<file path="src/rtl/cordic_disp_pkg.sv">
// Shared types and constants for the CORDIC result display path.
package cordic_disp_pkg;

    typedef enum logic [1:0] {
        IDLE,
        CONVERT,
        SEND
    } state_t;

    localparam logic [7:0] ASCII_ZERO     = 8'h30;
    localparam logic [3:0] BCD_ADJ_THRESH = 4'd5;
    localparam logic [3:0] BCD_ADJ        = 4'd3;

    // Double-dabble correction: a nibble that would reach 10 or more after
    // the next shift is pre-biased by 3 so the carry lands in the next digit.
    function automatic logic [3:0] bcd_adjust(input logic [3:0] nib);
        return (nib >= BCD_ADJ_THRESH) ? nib + BCD_ADJ : nib;
    endfunction

endpackage

</file>
<file path="src/rtl/bcd_shift_core.sv">
// Sequential binary-to-BCD converter: one add-3-then-shift step per cycle.
module bcd_shift_core
    import cordic_disp_pkg::*;
#(
    parameter int DATA_W = 12,
    parameter int DIGITS = 4
) (
    input  logic                  clk,
    input  logic                  reset,
    input  logic                  load,
    input  logic [DATA_W-1:0]     data_in,
    input  logic                  step,
    output logic                  done,
    output logic [4*DIGITS-1:0]   bcd_out
);

    localparam int BCD_W = 4 * DIGITS;
    localparam int CNT_W = $clog2(DATA_W + 1);

    logic [BCD_W-1:0]  bcd;
    logic [DATA_W-1:0] bin;
    logic [CNT_W-1:0]  cnt;
    logic [BCD_W-1:0]  bcd_adj;

    // Per-nibble add-3 correction applied ahead of the shift.
    always_comb begin
        bcd_adj = '0;
        for (int i = 0; i < DIGITS; i++) begin
            bcd_adj[4*i +: 4] = bcd_adjust(bcd[4*i +: 4]);
        end
    end

    // Shift register and step counter; load restarts a conversion from zero.
    always_ff @(posedge clk or posedge reset) begin
        if (reset) begin
            bcd <= '0;
            bin <= '0;
            cnt <= '0;
        end else if (load) begin
            bcd <= '0;
            bin <= data_in;
            cnt <= '0;
        end else if (step) begin
            {bcd, bin} <= {bcd_adj, bin} << 1;
            cnt        <= cnt + 1'b1;
        end
    end

    // Flags the step that performs the final shift, so the caller can leave
    // CONVERT on the same edge that completes the conversion.
    assign done    = step && (cnt == CNT_W'(DATA_W - 1));
    assign bcd_out = bcd;

endmodule

</file>
<file path="src/rtl/bcd_display_scheduler.sv">
// Round-robin arbiter feeding one shared BCD converter, streaming ASCII digits.
module bcd_display_scheduler
    import cordic_disp_pkg::*;
#(
    parameter int N_REQ  = 3,
    parameter int DATA_W = 12,
    parameter int DIGITS = 4,
    parameter int TAG_W  = (N_REQ > 1) ? $clog2(N_REQ) : 1
) (
    input  logic                    clk,
    input  logic                    reset,
    input  logic [N_REQ-1:0]        req,
    input  logic [N_REQ*DATA_W-1:0] req_data,
    output logic [N_REQ-1:0]        gnt,
    output logic                    busy,
    output logic                    out_valid,
    input  logic                    out_ready,
    output logic [7:0]              out_char,
    output logic [TAG_W-1:0]        out_tag,
    output logic                    out_last
);

    localparam int IDX_W = (DIGITS > 1) ? $clog2(DIGITS) : 1;
    localparam int BCD_W = 4 * DIGITS;

    state_t             state;
    logic [TAG_W-1:0]   rr_ptr;
    logic [TAG_W-1:0]   winner;
    logic [TAG_W-1:0]   cand;
    logic               any_req;
    logic [IDX_W-1:0]   idx;
    logic [BCD_W-1:0]   bcd;
    logic [DATA_W-1:0]  win_data;
    logic [3:0]         cur_digit;
    logic               core_done;
    logic               load;
    logic               step;

    // Round-robin search: walk requesters starting at rr_ptr, first hit wins.
    always_comb begin
        any_req = 1'b0;
        winner  = '0;
        cand    = rr_ptr;
        for (int k = 0; k < N_REQ; k++) begin
            if (!any_req && req[cand]) begin
                any_req = 1'b1;
                winner  = cand;
            end
            cand = (cand == TAG_W'(N_REQ - 1)) ? '0 : cand + 1'b1;
        end
    end

    // Select the winning requester's value for capture.
    always_comb begin
        win_data = '0;
        for (int i = 0; i < N_REQ; i++) begin
            if (winner == TAG_W'(i)) begin
                win_data = req_data[i*DATA_W +: DATA_W];
            end
        end
    end

    assign load = (state == IDLE) && any_req;
    assign step = (state == CONVERT);

    // One-hot grant pulse in the capture cycle; held off while reset is high.
    always_comb begin
        gnt = '0;
        if (load && !reset) begin
            for (int i = 0; i < N_REQ; i++) begin
                gnt[i] = (winner == TAG_W'(i));
            end
        end
    end

    bcd_shift_core #(
        .DATA_W (DATA_W),
        .DIGITS (DIGITS)
    ) u_core (
        .clk     (clk),
        .reset   (reset),
        .load    (load),
        .data_in (win_data),
        .step    (step),
        .done    (core_done),
        .bcd_out (bcd)
    );

    // Controller: grant, convert for DATA_W cycles, then hand out digits MSD first.
    always_ff @(posedge clk or posedge reset) begin
        if (reset) begin
            state     <= IDLE;
            rr_ptr    <= '0;
            idx       <= '0;
            busy      <= 1'b0;
            out_valid <= 1'b0;
            out_tag   <= '0;
            out_last  <= 1'b0;
        end else begin
            case (state)
                IDLE: begin
                    if (any_req) begin
                        state   <= CONVERT;
                        busy    <= 1'b1;
                        out_tag <= winner;
                        rr_ptr  <= (winner == TAG_W'(N_REQ - 1)) ? '0 : winner + 1'b1;
                    end
                end
                CONVERT: begin
                    if (core_done) begin
                        state     <= SEND;
                        out_valid <= 1'b1;
                        idx       <= IDX_W'(DIGITS - 1);
                        out_last  <= (DIGITS == 1);
                    end
                end
                SEND: begin
                    if (out_ready) begin
                        if (out_last) begin
                            state     <= IDLE;
                            busy      <= 1'b0;
                            out_valid <= 1'b0;
                            out_last  <= 1'b0;
                        end else begin
                            idx      <= idx - 1'b1;
                            out_last <= (idx == IDX_W'(1));
                        end
                    end
                end
                default: state <= IDLE;
            endcase
        end
    end

    // Digit mux: pick the nibble addressed by idx and convert to ASCII.
    always_comb begin
        cur_digit = '0;
        for (int i = 0; i < DIGITS; i++) begin
            if (idx == IDX_W'(i)) begin
                cur_digit = bcd[4*i +: 4];
            end
        end
    end

    assign out_char = (state == SEND) ? ASCII_ZERO + {4'h0, cur_digit} : 8'h00;

endmodule

</file>
<file path="config.mk">
export PLATFORM = sky130hd
export DESIGN_NAME = bcd_display_scheduler
export DESIGN_NICKNAME = d
export VERILOG_FILES = /design/src/rtl/cordic_disp_pkg.sv /design/src/rtl/bcd_shift_core.sv /design/src/rtl/bcd_display_scheduler.sv
export SDC_FILE = /design/constraint.sdc
export NUM_CORES = 1
export LEC_CHECK = 0
export CAP_MARGIN = 30
export CELL_PAD_IN_SITES_DETAIL_PLACEMENT = 0
export CELL_PAD_IN_SITES_GLOBAL_PLACEMENT = 2
export CORE_ASPECT_RATIO = 2
export CORE_UTILIZATION = 29
export CTS_CLUSTER_DIAMETER = 150
export DETAILED_ROUTE_END_ITERATION = 8
export PLACE_DENSITY = 0.77
export SYNTH_ARGS = -nofsm -noshare
export SYNTH_HDL_FRONTEND = slang
export SYNTH_HIERARCHICAL = 1
export SYNTH_SLANG_ARGS = --single-unit
</file>
<file path="constraint.sdc">
create_clock -name clk -period 1.7 [get_ports clk]
set_input_delay 0.34 -clock clk [delete_from_list [all_inputs] [get_ports clk]]
set_output_delay 0.34 -clock clk [all_outputs]
set_load 0.02 [all_outputs]
</file>
[Word level (Yosys, flattened, before mapping)]
Cells that the tools add are included.
Word-level totals
  bits in registers: 43
  input bits: 42
  output and inout port bits: 16
  logic and storage cells: 115
Cells by class
  $add $sub $neg: 10
  order comparisons: 7
  equal/unequal tests: 15
  muxes and demuxes: 53
  reductions and logical operators: 20
Operator list (count)
  $mux 12: 5
  $mux 4: 9
  $mux 16: 2
  $mux 2: 13
  $ge 4x3->1 const B: 4
  $reduce_and 4->1: 4
  $mux 1: 13
  $add 4x2->4 const B: 3
  $eq 2x2->1 const B: 6
  $ne 2x2->1 const B: 5
  $lt 2x3->1 const B: 3
  $add 6x4->7 const A: 1
  $mux 7: 1
  $add 2x1->2 const B: 3
  $bmux 1 s2: 3
  $eq 2x1->1 const B: 3
  $logic_not 2->1: 3
  $mux 3: 2
  $pmux 1 s2: 3
  $pmux 2 s3: 1
  $reduce_bool 2->1: 3
  $logic_and 1x1->1: 5
  $add 4x1->4 const B: 1
  $eq 4x4->1 const B: 1
  6 further kinds: 8

[Longest topological paths before layout]
Gate-level depths: netlist (run 1).
  depth after elaboration: 14
  mapped depth: 10
  depth with buffers taken out: 8

[Hierarchy]
Netlist (run 1), hierarchy kept.
Modules (own cells, without submodules)
  bcd_shift_core: times used 1, cells an instance 181, area an instance 1773.0 um^2
  bcd_display_scheduler: times used 1, cells an instance 138, area an instance 1167.4 um^2

[Worst setup path after synthesis (run 1)]
Ideal clock, no wire load.
  path kind: register to output
  start: reg rr_ptr[1]
  end: out gnt[2]
  arrival time: 1.573 ns
  slack: -0.213 ns
  cell stages (with the launch flop): 5
  path buffers: 0
  cell sequence: dfrtp_1 -> a21boi_2 -> o31ai_4 -> or2_4 -> nor3_1
Between the ends
  longest elaborated chain between the ends: 12
  elaborated cells on any way between the ends: 26
RTL lines
  start, declared: line bcd_display_scheduler.sv:27  | logic [TAG_W-1:0] rr_ptr;
  start signal, assigned: line bcd_display_scheduler.sv:106  | rr_ptr <= (winner == TAG_W'(N_REQ - 1)) ? '0 : winner + 1'b1;
  branches (longest 11 deep; another with $add 2x1->2)
  $mux 3 (*): line bcd_display_scheduler.sv:69  | if (load && !reset) begin
  end, declared: line bcd_display_scheduler.sv:14  | output logic [N_REQ-1:0] gnt,
Every way passes the cells marked *. The select of a mux whose other input is x is not followed.

[Final worst setup path (run 1)]
  start: reg rr_ptr[0]
  end: out gnt[0]
Between the ends
  longest elaborated chain between the ends: 12
  elaborated cells on any way between the ends: 26
RTL lines (line)
  branches (longest 11 deep; another with $add 2x1->2)
  $mux 3 (*): bcd_display_scheduler.sv:69
Marks and branches as above.

==> impl_summary.txt, run 1 <==
----------------------------------------------------
[Run status]
  Outcome ... complete, but fails checks
  Violated checks ... setup timing

[CTS]
  Clock input transition at the sequential cells of the worst setup and hold paths ... 0.06 ns
  H-tree depth ... 2
  Clock sink count ... 43
  Number of CTS-inserted buffers ... 5
  Clock latency of the later-clocked register in the worst-skew pair ... 0.29 ns
  Deepest clock path buffer count ... 2
  Master cell of the clock root buffer ... clkbuf_16
  Hold-fix buffers at CTS ... 0
  Clock tree from TritonCTS ... built

[Flow run]
  Number of maximum-capacitance constraint violations ... 0

[Worst setup path]
  Critical path data required time ... 1.36 ns
  R2R Path End ... u_core/bcd_out[14]
  Launching element type of the critical path ... flop
  Data arrival, critical path ... 1.72 ns
  Critical Path Fanout Max ... 4
  Element type at the critical path end ... primary output
  Start of the worst register-to-register path ... rr_ptr[0]
  Worst reg-to-reg path cell count ... 8
  Worst setup path category ... reg2out
  Worst reg2reg setup slack ... -0.10 ns

[Floorplanning]
  Floorplan die width ... 73.20 um
  Number of primary I/O pins ... 58
  Row count ... 51
  Die area ... 0.01057 mm2
  Starting density of the core ... 0.3012
  Chip height ... 144.4 um
  Placeable core region ... 0.009763 mm2

[Synth]
  Predominant post-synthesis flop cell ... dfrtp_1
  Post-synthesis share of cell area spent on xor and xnor gates ... 0.01787
  Simple-gate area share of the yosys netlist ... 0.1630
  Share of the yosys chip area belonging to registers ... 0.3660
  Synth area leaders ... dfrtp_1, o21ai_0, ha_1, mux2i_1, nand2_1
  Post-synthesis cell area ... 0.002940 mm2
  Count of warnings emitted by yosys ... 6
  Post-synthesis area per instance ... 9.217 um2
  Share of the synthesized area in the top cell type ... 0.3660
  Mux share of post-synthesis cell area ... 0.06298
  Post-synth EDFFs ... 0
  Share of synthesized registers carrying an async set or reset ... 1.000
  Cell taking the most area after synthesis ... dfrtp_1
  Combinational family with the most area after synthesis ... compound AO/OA/AOI/OAI gates
  Synthesized flop and latch total ... 43
  Post-Syn Instances ... 319
  Post-Synth Adder-Cell Area ... 0.05532
  Area fraction in compound gates after synthesis ... 0.2557
  Yosys cell types ... 57

[Route]
  Routed wire length ... around 8600 um
  DRC ... 0
  Count of routing violations after the opening detailed-route iteration ... 135
  Ratio of routed vias to standard cells ... 5.039
  Count of TritonRoute iterations in the first routing pass ... 5
  Average wire per cell in the routed design ... 15.22 um
  Number of vias after detailed routing ... around 2900
  Final antenna-violating net count ... 0

[Layout]
  Post-layout nets ... ~500
  Final std cell area, no fill ... 0.004773 mm2
  Antenna diode instance count ... 0
  Proportion of layout cells with a drive suffix above 1 ... 0.3601
  Syn-to-layout area delta ... 62.34%
  End-of-flow core utilization ... 0.4889

[Timing]
  Clock tree skew after final layout ... 0.004455 ns
  Fraction of the cycle the final worst path needs ... 1.215
  Setup ws final ... -0.3649 ns
  Clock period minus final worst setup slack ... 2.065 ns
  Highest clock frequency the design can meet ... 484.3 MHz
  Worst Hold Margin ... ~0.53 ns
  Number of hold violations in the final report ... 0
  Unrepaired setup endpoints after global routing ... true
  # setup viols final ... 13
  Max Slew Vio Count ... 0

[Hold path]
  Count of cells along the worst hold path ... 2
  Endpoint, Worst Hold ... out_valid
  Worst min path class ... reg2reg
  Hold Crit Start ... out_valid

[Global routing]
  Vias in the first global route ... 3024
  Maximum number of pins on one net before global-route repair ... 33
  Initial antenna violation count ... 0
  Overall routing resource usage ... 0.1768
  Global-route wire length before repair ... 14320 um
  Remaining Overflow, GRT ... 0

[Pwr]
  Worst-case vdd ir drop ... 675.8 uV
  Total power density per cell area ... 1704 mW/mm2
  Leak Pwr ... 2.097 nW

[Placed design]
  HPWL after detailed placement ... around 6200 um
  Global placer's final weighted congestion ... 0.8414
  Port Buf Inserts ... 55
  DP Area ... 0.004025 mm2

----------------------------------------------------
metrics by stage:
stage                     total power, mW  setup TNS (ns)  worst slack, ns  cells
after global placement              5.627          -22.72          -0.9412    540
after CTS                           7.563          -2.789          -0.3623    562
after detailed placement            5.730          -24.40          -0.9742    540
after floorplan                     4.395          -1.690          -0.1366    320
after global routing                8.717          -3.885          -0.3996    568
final                               8.131          -2.531          -0.3649    568
cell usage after synthesis (3+ instances only):
cell type	count
inv_1	21
a32oi_1	9
buf_6	4
nand2b_1	8
nor2_1	15
o32ai_1	4
dfrtp_1	43
a221oi_1	3
xor2_1	4
buf_2	3
a2bb2oi_1	9
nand3_1	10
buf_4	5
a31oi_1	4
clkbuf_1	6
o21ai_0	36
a21o_1	3
nor3_1	4
mux2_4	3
nand2_1	29
mux2i_1	14
o31ai_1	5
ha_1	13
nor2b_1	7
a21oi_1	11
a22oi_1	3
critical path: stages (launching register included):
cell and delay [ns]:
dfrtp_2 0.46, nand2b_4 0.17, a21o_4 0.22, and2_4 0.15, nor4_4 0.26, buf_4 0.18
where the power goes:
| part | internal, mW | switching [mW] |
|---|---|---|
| registers | 1.46 | 0.358 |
| logic | 2.77 | 2.51 |
| clock network | 0.625 | 0.412 |
layer usage:
layer,routed length (um),share of wire,vias up,global-route usage
met5,0,0,-,0
met4,297,0.034,0,0.08359
met3,181,0.021,21,0.01882
met2,5204,0.60,61,0.3543
met1,2962,0.34,1394,0.1708
li1,-,-,1386,-
flip-flops by register name, summed over array words and instances, names as in the netlist:
signal          cells
out_last            1
u_core/bin         12
rr_ptr              2
state               2
u_core/bcd_out     16
out_tag             2
out_valid           1
u_core/cnt          4
busy                1
idx                 2
logic make-up (layout without fill, tap and decap cells):
| group | count (synthesis) | after routing |
|---|---|---|
| xor gates and xnor gates | 6 | 6 |
| DFF | 43 | 43 |
| AOI/OAI and AO/OA | 104 | 104 |
| adders and majority gates | 13 | 13 |
| other | 1 | 2 |
| and+or+nand+nor | 93 | 93 |
| muxes | 17 | 17 |
| buffers and inverters | 42 | 158 |
how the worst max path moves through the flow:
| stage | start | endpoint | slack [ns] |
|---|---|---|---|
| finish | rr_ptr[0] | gnt[0] | -0.36 |
| floorplan | rr_ptr[1] | u_core/bcd_out[13] | -0.14 |
| global placement | req[2] | gnt[0] | -0.94 |
| CTS | idx[0] | out_char[0] | -0.36 |
| global route | rr_ptr[0] | gnt[0] | -0.40 |
| detailed placement | req[2] | gnt[0] | -0.97 |
cell type report:
| cell class | instances | area (um2) |
|---|---|---|
| clock buffers | 7 | 152.6 |
| inverters | 23 | 90.09 |
| fillers | 941 | 4990 |
| repair buffers | 127 | 1296 |
| flip-flops and latches | 43 | 1080 |
| well taps | 132 | 165.2 |
| multi-input cells | 235 | 1982 |
| clock inverters | 1 | 7.507 |
layout by cell type, fill, tap and decap left out, types with 7 or more instances in the layout:
cell type	Yosys	layout
nand3_1	10	10
a32oi_1	9	8
mux2i_1	14	14
dfrtp_1	43	40
buf_12	1	8
a21oi_1	11	7
buf_4	5	50
o21ai_2	2	8
nand2_1	29	28
ha_1	13	10
clkbuf_16	0	7
o21ai_1	1	10
inv_1	21	18
o21ai_0	36	21
buf_6	4	14
nor2_1	15	13
clkdlybuf4s50_1	0	42
timing repair:
item,in CTS,in global routing
endpoints found under the setup margin,41,36
buffers inserted,13,7
pin swaps,16,20
cloned,2,2
endpoints found under the hold margin,0,0
gates resized for setup,97,53
Note: power is estimated with default switching activity, not from simulation.
==> inputs of run 2 (changes only) <==
CORE_UTILIZATION = 28   (was 29)
CTS_BUF_LIST = sky130_fd_sc_hd__clkbuf_8   (was not set)
PLACE_DENSITY = 0.78   (was 0.77)
SYNTH_HIERARCHICAL = not set   (was 1)
==> run 2 against run 1 <==
Compared with the run above: the flow still finishes with violations (setup timing); via count down 14%; combinational power shrank 23%; die area fell by 9.6%; clock skew rose by 0.0046 ns; core utilization decreased by 5.3 points; synthesized cell count shrank 11%; worst setup slack got worse by 0.073 ns; global-route usage fell by 1.4 points; clock power decreased by 37%; synthesized area down 13%; largest power group unchanged.
==> impl_summary.txt, run 2 <==
----------------------------------------------------
[Global routing]
  Vias in the first global route ... 2511 (-17%)
  Remaining Overflow, GRT ... 0 (unchanged)
  M3 GR Usage ... 0.02121 (+0.002399)
  Met1 routing resource usage after global routing ... 0.1583 (-0.01255)
  Maximum number of pins on one net before global-route repair ... 21 (-36%)
  GRT busiest layer ... met2
  Overall routing resource usage ... 0.1625 (-0.01431)
  Global-route wire length before repair ... 12010 um (-16%)
  Initial antenna violation count ... 0 (unchanged)
  Met2 global-route usage ... 0.3387 (-0.01556)

[Synth]
  Synth area leaders ... dfrtp_1, ha_1, o21ai_1, mux2i_1, nand2_1
  Post-synth EDFFs ... 0 (unchanged)
  Post-Syn Instances ... 284 (-11%)
  Yosys cell types ... 40 (-30%)
  Synthesized flop and latch total ... 43 (unchanged)
  Post-synthesis cell area ... 0.002560 mm2 (-13%)
  Most common cell in the netlist ... dfrtp_1
  Cell taking the most area after synthesis ... dfrtp_1
  Share of synthesized registers carrying an async set or reset ... 1.000 (unchanged)
  Cell types with the highest counts after synthesis ... dfrtp_1, o21ai_1, nand2_1
  Count of warnings emitted by yosys ... 0 (-6)
  Post-synthesis area per instance ... 9.014 um2 (-2.2%)
  Predominant post-synthesis flop cell ... dfrtp_1
  Share of the yosys chip area belonging to registers ... 0.4203 (+0.05437)
  Share of the synthesized area in the top cell type ... 0.4203 (+0.05437)

[Layout]
  Syn-to-layout area delta ... 52.25%
  End-of-flow core utilization ... 0.4354 (-0.05349)
  Most frequent cells in the layout ... buf_4, dfrtp_1, clkdlybuf4s50_1, o21ai_1, nand2_1
  Commonest non-fill, non-tap cell in the layout ... buf_4
  Post-layout nets ... 440 (-10%)
  Antenna diode instance count ... 0 (unchanged)
  Area of the multi-input gates ... 0.001555 mm2 (-22%)
  Fillcell total ... 893 (-5.1%)
  Final std cell area, no fill ... 0.003897 mm2 (-18%)
  Max FFs per register ... 16 (unchanged)
  Area used by sequential logic in the layout ... 0.001076 mm2 (-0.35%)
  Proportion of layout cells with a drive suffix above 1 ... 0.2798 (-0.08030)
  Cell Count, Final, Fillers Out ... 488 (-14%)

[Route]
  Average wire per cell in the routed design ... 15.09 um (-0.83%)
  Count of TritonRoute iterations in the first routing pass ... 4 (-1)
  Final antenna-violating net count ... 0 (unchanged)
  Ratio of routed vias to standard cells ... 5.049 (+0.21%)
  Routed wire length ... 7365 um (-15%)
  Number of vias after detailed routing ... 2464 (-14%)
  Count of routing violations after the opening detailed-route iteration ... 86 (-36%)
  DRC ... 0 (unchanged)

[Placed design]
  HPWL after detailed placement ... 5661 um (-9.4%)
  Port Buf Inserts ... 55 (unchanged)
  Number of instances in the placed design ... 475 (-12%)
  DP Area ... 0.003596 mm2 (-11%)
  Global placer's final weighted congestion ... 0.7713 (-8.3%)
  Worst-case setup slack after placement ... -0.8451 ns (+0.1291 ns)

[Hold path]
  Worst min path class ... reg2reg

[CTS]
  Deepest clock path buffer count ... 2 (unchanged)
  Clock input transition at the sequential cells of the worst setup and hold paths ... 0.09 ns (+0.03 ns)
  Clock latency of the later-clocked register in the worst-skew pair ... 0.31 ns (+0.02 ns)
  Number of CTS-inserted buffers ... 5 (unchanged)
  Clock sink count ... 43 (unchanged)
  H-tree depth ... 2 (unchanged)
  Master cell of the clock root buffer ... clkbuf_8
  Clock tree from TritonCTS ... built

[Worst setup path]
  Launching element type of the critical path ... flop
  Element type at the critical path end ... primary output
  Critical path data required time ... 1.36 ns (about the same)
  Data arrival, critical path ... 1.80 ns (+0.08 ns)
  Worst reg2reg setup slack ... 0.08 ns (+0.18 ns)
  Worst setup path category ... reg2out
  Critical Path Fanout Max ... 7 (+3)

[Timing]
  Number of hold violations in the final report ... 0 (unchanged)
  Unrepaired setup endpoints after global routing ... true
  Summed negative setup slack over all endpoints ... -2.197 ns (+0.3348 ns)
  Clock tree skew after final layout ... 0.009034 ns (+0.004579 ns)
  # setup viols final ... 7 (-6)
  Clock period minus final worst setup slack ... 2.138 ns (+0.07323 ns)
  Max Slew Vio Count ... 0 (unchanged)
  Setup ws final ... -0.4381 ns (-0.07323 ns)
  Highest clock frequency the design can meet ... 467.7 MHz (-3.4%)
  Worst Hold Margin ... 0.4756 ns (-0.05061 ns)
  Fraction of the cycle the final worst path needs ... 1.258 (+0.04308)

[Floorplanning]
  Chip height ... 137.2 um (-5.0%)
  Row count ... 49 (-3.9%)
  Starting density of the core ... 0.2860 (-0.01517)
  Placeable core region ... 0.008951 mm2 (-8.3%)
  Floorplan die width ... 69.61 um (-4.9%)
  Number of primary I/O pins ... 58 (unchanged)
  Die area ... 0.009552 mm2 (-9.6%)

[Run status]
  Outcome ... complete, but fails checks
  Violated checks ... setup timing

[Pwr]
  Leak Pwr ... 1.742 nW (-17%)
  Total power after layout ... 6.586 mW (-19%)
  Worst-case vdd ir drop ... 960.0 uV (+42%)
  Total power density per cell area ... 1690 mW/mm2 (-0.80%)

[Flow run]
  Number of maximum-capacitance constraint violations ... 0 (unchanged)

----------------------------------------------------
-- run 2: cell count changes after synthesis, moves of 4 or more --
| cell | change |
|---|---|
| nand2_1 | -4 |
| o21ai_1 | +27 |
| inv_1 | -8 |
| nor3_1 | +8 |
| a21oi_1 | +6 |
| a2bb2oi_1 | -9 |
| nor2_1 | -4 |
| o21ai_0 | -26 |
| a32oi_1 | -9 |
| nand3_1 | +7 |
| a31oi_1 | +7 |
| a22o_1 | +10 |
-- run 2: kinds of logic after synthesis --
kind of cell	share of synthesized area
buf+inv	0.05621
simple gates	0.1515
compound gates	0.2400
other cells	0.001465
mux	0.04301
xor+xnor	0.02395
flops	0.4203
fa+ha+maj	0.06354
-- run 2: area by class of cell --
class / count / area share
timing repair buffer: 110 / 0.2571
tap: 102 / 0.03274
clock buffer: 5 / 0.01766
clock inverter: 3 / 0.003852
multi-input combinational: 211 / 0.3990
inverter: 14 / 0.01348
sequential: 43 / 0.2761
-- run 2: what timing repair did --
action | 4_1_cts | 5_1_grt
pin swaps | 9 | 5
endpoints found under the setup margin | 20 | 22
hold buffers | 0 | 0
gates cloned | 0 | 1
resized for setup | 67 | 22
buffers inserted | 4 | 1
-- run 2: path summary, 6_finish.rpt --
kind | from | endpoint | depth (start not counted)
worst min register to register | u_core.cnt[3] | u_core.cnt[3] | 1
max in group asynchronous | reset | u_core.bin[4] | 4
worst min-delay path | u_core.cnt[3] | u_core.cnt[3] | 1
worst max-delay path | idx[0] | out_char[1] | 8
min in group asynchronous | reset | rr_ptr[1] | 3
worst max register to register | rr_ptr[0] | u_core.bin[11] | 7
-- run 2: worst max-delay path, stage by stage, from the launching register on --
cell	delay [ns]
dfrtp_1	0.41
buf_6	0.13
ha_4	0.18
buf_6	0.13
a221oi_2	0.27
a211oi_2	0.07
a21oi_2	0.13
nor2_2	0.05
buf_6	0.12
-- run 2: where the power goes --
part / internal, mW / switching [mW] / leakage, nW / total (mW)
logic: 1.98 / 2.10 / 1.16 / 4.08
clock network: 0.282 / 0.373 / 0.0477 / 0.655
registers: 1.49 / 0.362 / 0.536 / 1.85
-- run 2: metal layers --
layer,vias to the layer above,share of wire
met4,0,0.016
met3,6,0.022
met5,-,0
li1,1222,-
met2,44,0.59
met1,1192,0.37
==> inputs of run 3 (changes only) <==
RECOVER_POWER = 100   (was not set)
==> run 3 against run 2 <==
Compared with the run above: the run still ends with setup timing left; count of clock-buffer cells in the layout did not move; clock skew fell by 0.0011 ns; global-route usage did not move; wire length rose by 0.11%; via count fell by 0.12%; critical path depth did not move; clock power barely moved; flip-flop and latch count did not move; core utilization fell by 0.57 points; worst hold slack got worse by 0.0027 ns; sequential power barely moved; sequential share of layout area rose by 0.37 points; critical endpoint unchanged.
==> impl_summary.txt, run 3 (same netlist as run 2, synthesis figures left out) <==
----------------------------------------------------
[Hold path]
  Worst min path class ... reg2reg

[CTS]
  Clock tree from TritonCTS ... built
  Number of CTS-inserted buffers ... 5 (unchanged)
  Hold-fix buffers at CTS ... 0 (unchanged)
  Clock input transition at the sequential cells of the worst setup and hold paths ... 0.09 ns (about the same)
  Master cell of the clock root buffer ... clkbuf_8
  Clock sink count ... 43 (unchanged)
  H-tree depth ... 2 (unchanged)
  Deepest clock path buffer count ... 2 (unchanged)
  Clock latency of the later-clocked register in the worst-skew pair ... 0.31 ns (about the same)

[Worst setup path]
  Launching element type of the critical path ... flop
  Highest-delay cell along the critical path ... dfrtp_1
  Cell repeated most along the worst path ... buf_6
  Critical Path Fanout Max ... 7 (unchanged)
  Critical path data required time ... 1.36 ns (about the same)
  CP peak stage delay ... 0.41 ns (about the same)
  Critical path buffers and inverters ... 3 (unchanged)
  Worst reg2reg setup slack ... 0.01 ns (-0.07 ns)
  Data arrival, critical path ... 1.80 ns (about the same)
  Crit-path leading delay family ... compound AO/OA/AOI/OAI gates
  Element type at the critical path end ... primary output
  Worst setup path category ... reg2out
  Crit-path cells ... buf_6 > ha_4 > buf_6 > a221oi_2 > a211oi_2 > a21oi_2 > nor2_2 > buf_6

[Timing]
  # setup viols final ... 7 (unchanged)
  Worst-case headroom to the max-slew limit ... 0.6420
  Highest clock frequency the design can meet ... 467.8 MHz (about the same)
  Unrepaired setup endpoints after global routing ... true
  Number of hold violations in the final report ... 0 (unchanged)
  Max Slew Vio Count ... 0 (unchanged)
  Slew at the pin with the worst max-slew slack ... 0.5369 ns
  Summed negative setup slack over all endpoints ... -2.447 ns (-0.2509 ns)
  Clock period minus final worst setup slack ... 2.138 ns (-0.0004910 ns)
  Setup ws final ... -0.4376 ns (+0.0004910 ns)
  Fraction of the cycle the final worst path needs ... 1.257 (about the same)
  Clock tree skew after final layout ... 0.007944 ns (-0.001090 ns)

[Placed design]
  HPWL after detailed placement ... 5661 um (unchanged)
  Global placer's final weighted congestion ... 0.7713 (unchanged)
  Port Buf Inserts ... 55 (unchanged)

[Route]
  Final antenna-violating net count ... 0 (unchanged)
  Routed wire length ... 7373 um (+0.11%)
  DRC ... 0 (unchanged)
  Number of vias after detailed routing ... 2461 (-0.12%)
  Ratio of routed vias to standard cells ... 5.043 (-0.12%)
  Count of routing violations after the opening detailed-route iteration ... 89 (+3.5%)
  Count of TritonRoute iterations in the first routing pass ... 4 (unchanged)
  Average wire per cell in the routed design ... 15.11 um (+0.11%)

[Global routing]
  Remaining Overflow, GRT ... 0 (unchanged)
  Vias in the first global route ... 2511 (unchanged)
  Overall routing resource usage ... 0.1625 (unchanged)
  Maximum number of pins on one net before global-route repair ... 21 (unchanged)
  Global-route wire length before repair ... 12010 um (unchanged)
  Initial antenna violation count ... 0 (unchanged)

[Floorplanning]
  Chip height ... 137.2 um (unchanged)
  Placeable core region ... 0.008951 mm2 (unchanged)
  Number of primary I/O pins ... 58 (unchanged)
  Starting density of the core ... 0.2860 (unchanged)
  Die area ... 0.009552 mm2 (unchanged)
  Row count ... 49 (unchanged)
  Floorplan die width ... 69.61 um (unchanged)

[Layout]
  Post-layout nets ... 440 (unchanged)
  Proportion of layout cells with a drive suffix above 1 ... 0.2720 (-0.007772)
  Max FFs per register ... 16 (unchanged)
  Fillcell total ... 902 (+1.0%)
  Antenna diode instance count ... 0 (unchanged)
  Syn-to-layout area delta ... 50.24%
  Commonest non-fill, non-tap cell in the layout ... dfrtp_1
  End-of-flow core utilization ... 0.4297 (-0.005731)
  Most frequent cells in the layout ... dfrtp_1, buf_4, clkdlybuf4s50_1, o21ai_1, nand2_1

[Run status]
  Outcome ... complete, but fails checks
  Violated checks ... setup timing

[Pwr]
  Sequential Power Share ... 0.282 (about the same)
  Total power after layout ... 6.547 mW (-0.61%)
  Clock group share of total power ... 0.100 (about the same)
  Worst-case vdd ir drop ... 949.8 uV (-1.1%)
  Switching power ... 2.821 mW (-0.38%)
  Switching share of power ... 0.4309 (+0.0009660)
  Total power density per cell area ... 1702 mW/mm2 (+0.72%)
  Internal Dissipation ... 3.725 mW (-0.77%)
  Leak Pwr ... 1.717 nW (-1.4%)
  Part of the total power dissipated in combinational logic ... 0.618 (about the same)

[Flow run]
  Number of maximum-capacitance constraint violations ... 0 (unchanged)

----------------------------------------------------
run 3: path summary, 6_finish.rpt:
kind	from	to	depth (start not counted)
max	idx[0]	out_char[1]	8
min	u_core.cnt[3]	u_core.cnt[3]	1
max reg2reg	rr_ptr[0]	rr_ptr[0]	6
min reg2reg	u_core.cnt[3]	u_core.cnt[3]	1
max in group asynchronous	reset	u_core.bcd_out[14]	4
min in group asynchronous	reset	out_tag[1]	3
run 3: stage by stage:
| step | setup slack [ns] | std cells | hold slack [ns] | instance area (um2) |
|---|---|---|---|---|
| after floorplan | -0.06217 | 285 | 0.4408 | 2619 |
| after global placement | -0.8228 | 475 | 0.4611 | 3596 |
| after detailed placement | -0.8451 | 475 | 0.4621 | 3596 |
| after CTS | -0.4709 | 487 | 0.4749 | 3764 |
| after global routing | -0.5280 | 488 | 0.5197 | 3846 |
| final | -0.4376 | 488 | 0.4730 | 3846 |
run 3: layer usage:
layer  routed length (um)  track usage  vias up
met5                    0            0        -
met4                  117      0.05667        0
met3                  172      0.02121        6
met2                 4363       0.3387       49
met1                 2720       0.1583     1183
li1                     -            -     1223
run 3: what timing repair did:
action,in CTS,in global routing
pin swaps,9,5
endpoints found under the hold margin,0,0
buffers inserted,4,1
cloned,0,1
resized for setup,67,22
setup endpoints to repair,20,22
run 3: cell type report:
type                       instances  area, um2  area share
clock inverter                     3      15.01    0.003904
sequential                        43       1076      0.2798
clock buffer                       5      68.82     0.01789
tap                              102      127.6     0.03318
inverter                          14      52.55     0.01366
timing repair buffer             110      954.7      0.2482
multi-input combinational        211       1551      0.4034
run 3: power groups by stage:
stage          Combinational [mW]  Sequential (mW)  Clock [mW]
5_1_grt                      4.50             1.91       0.708
3_5_place_dp                 3.64             1.85           0
3_3_place_gp                 3.56             1.85           0
2_1_floorplan                2.22             1.88           0
4_1_cts                      3.83             1.84       0.680
6_report                     4.05             1.85       0.654
run 3: worst register-to-register path, cell delays in order (launching register included):
cell and delay (ns):
dfrtp_1 0.42, a21boi_0 0.22, o31a_1 0.22, nand2_4 0.11, buf_4 0.14, clkbuf_4 0.23
o31ai_1 0.26
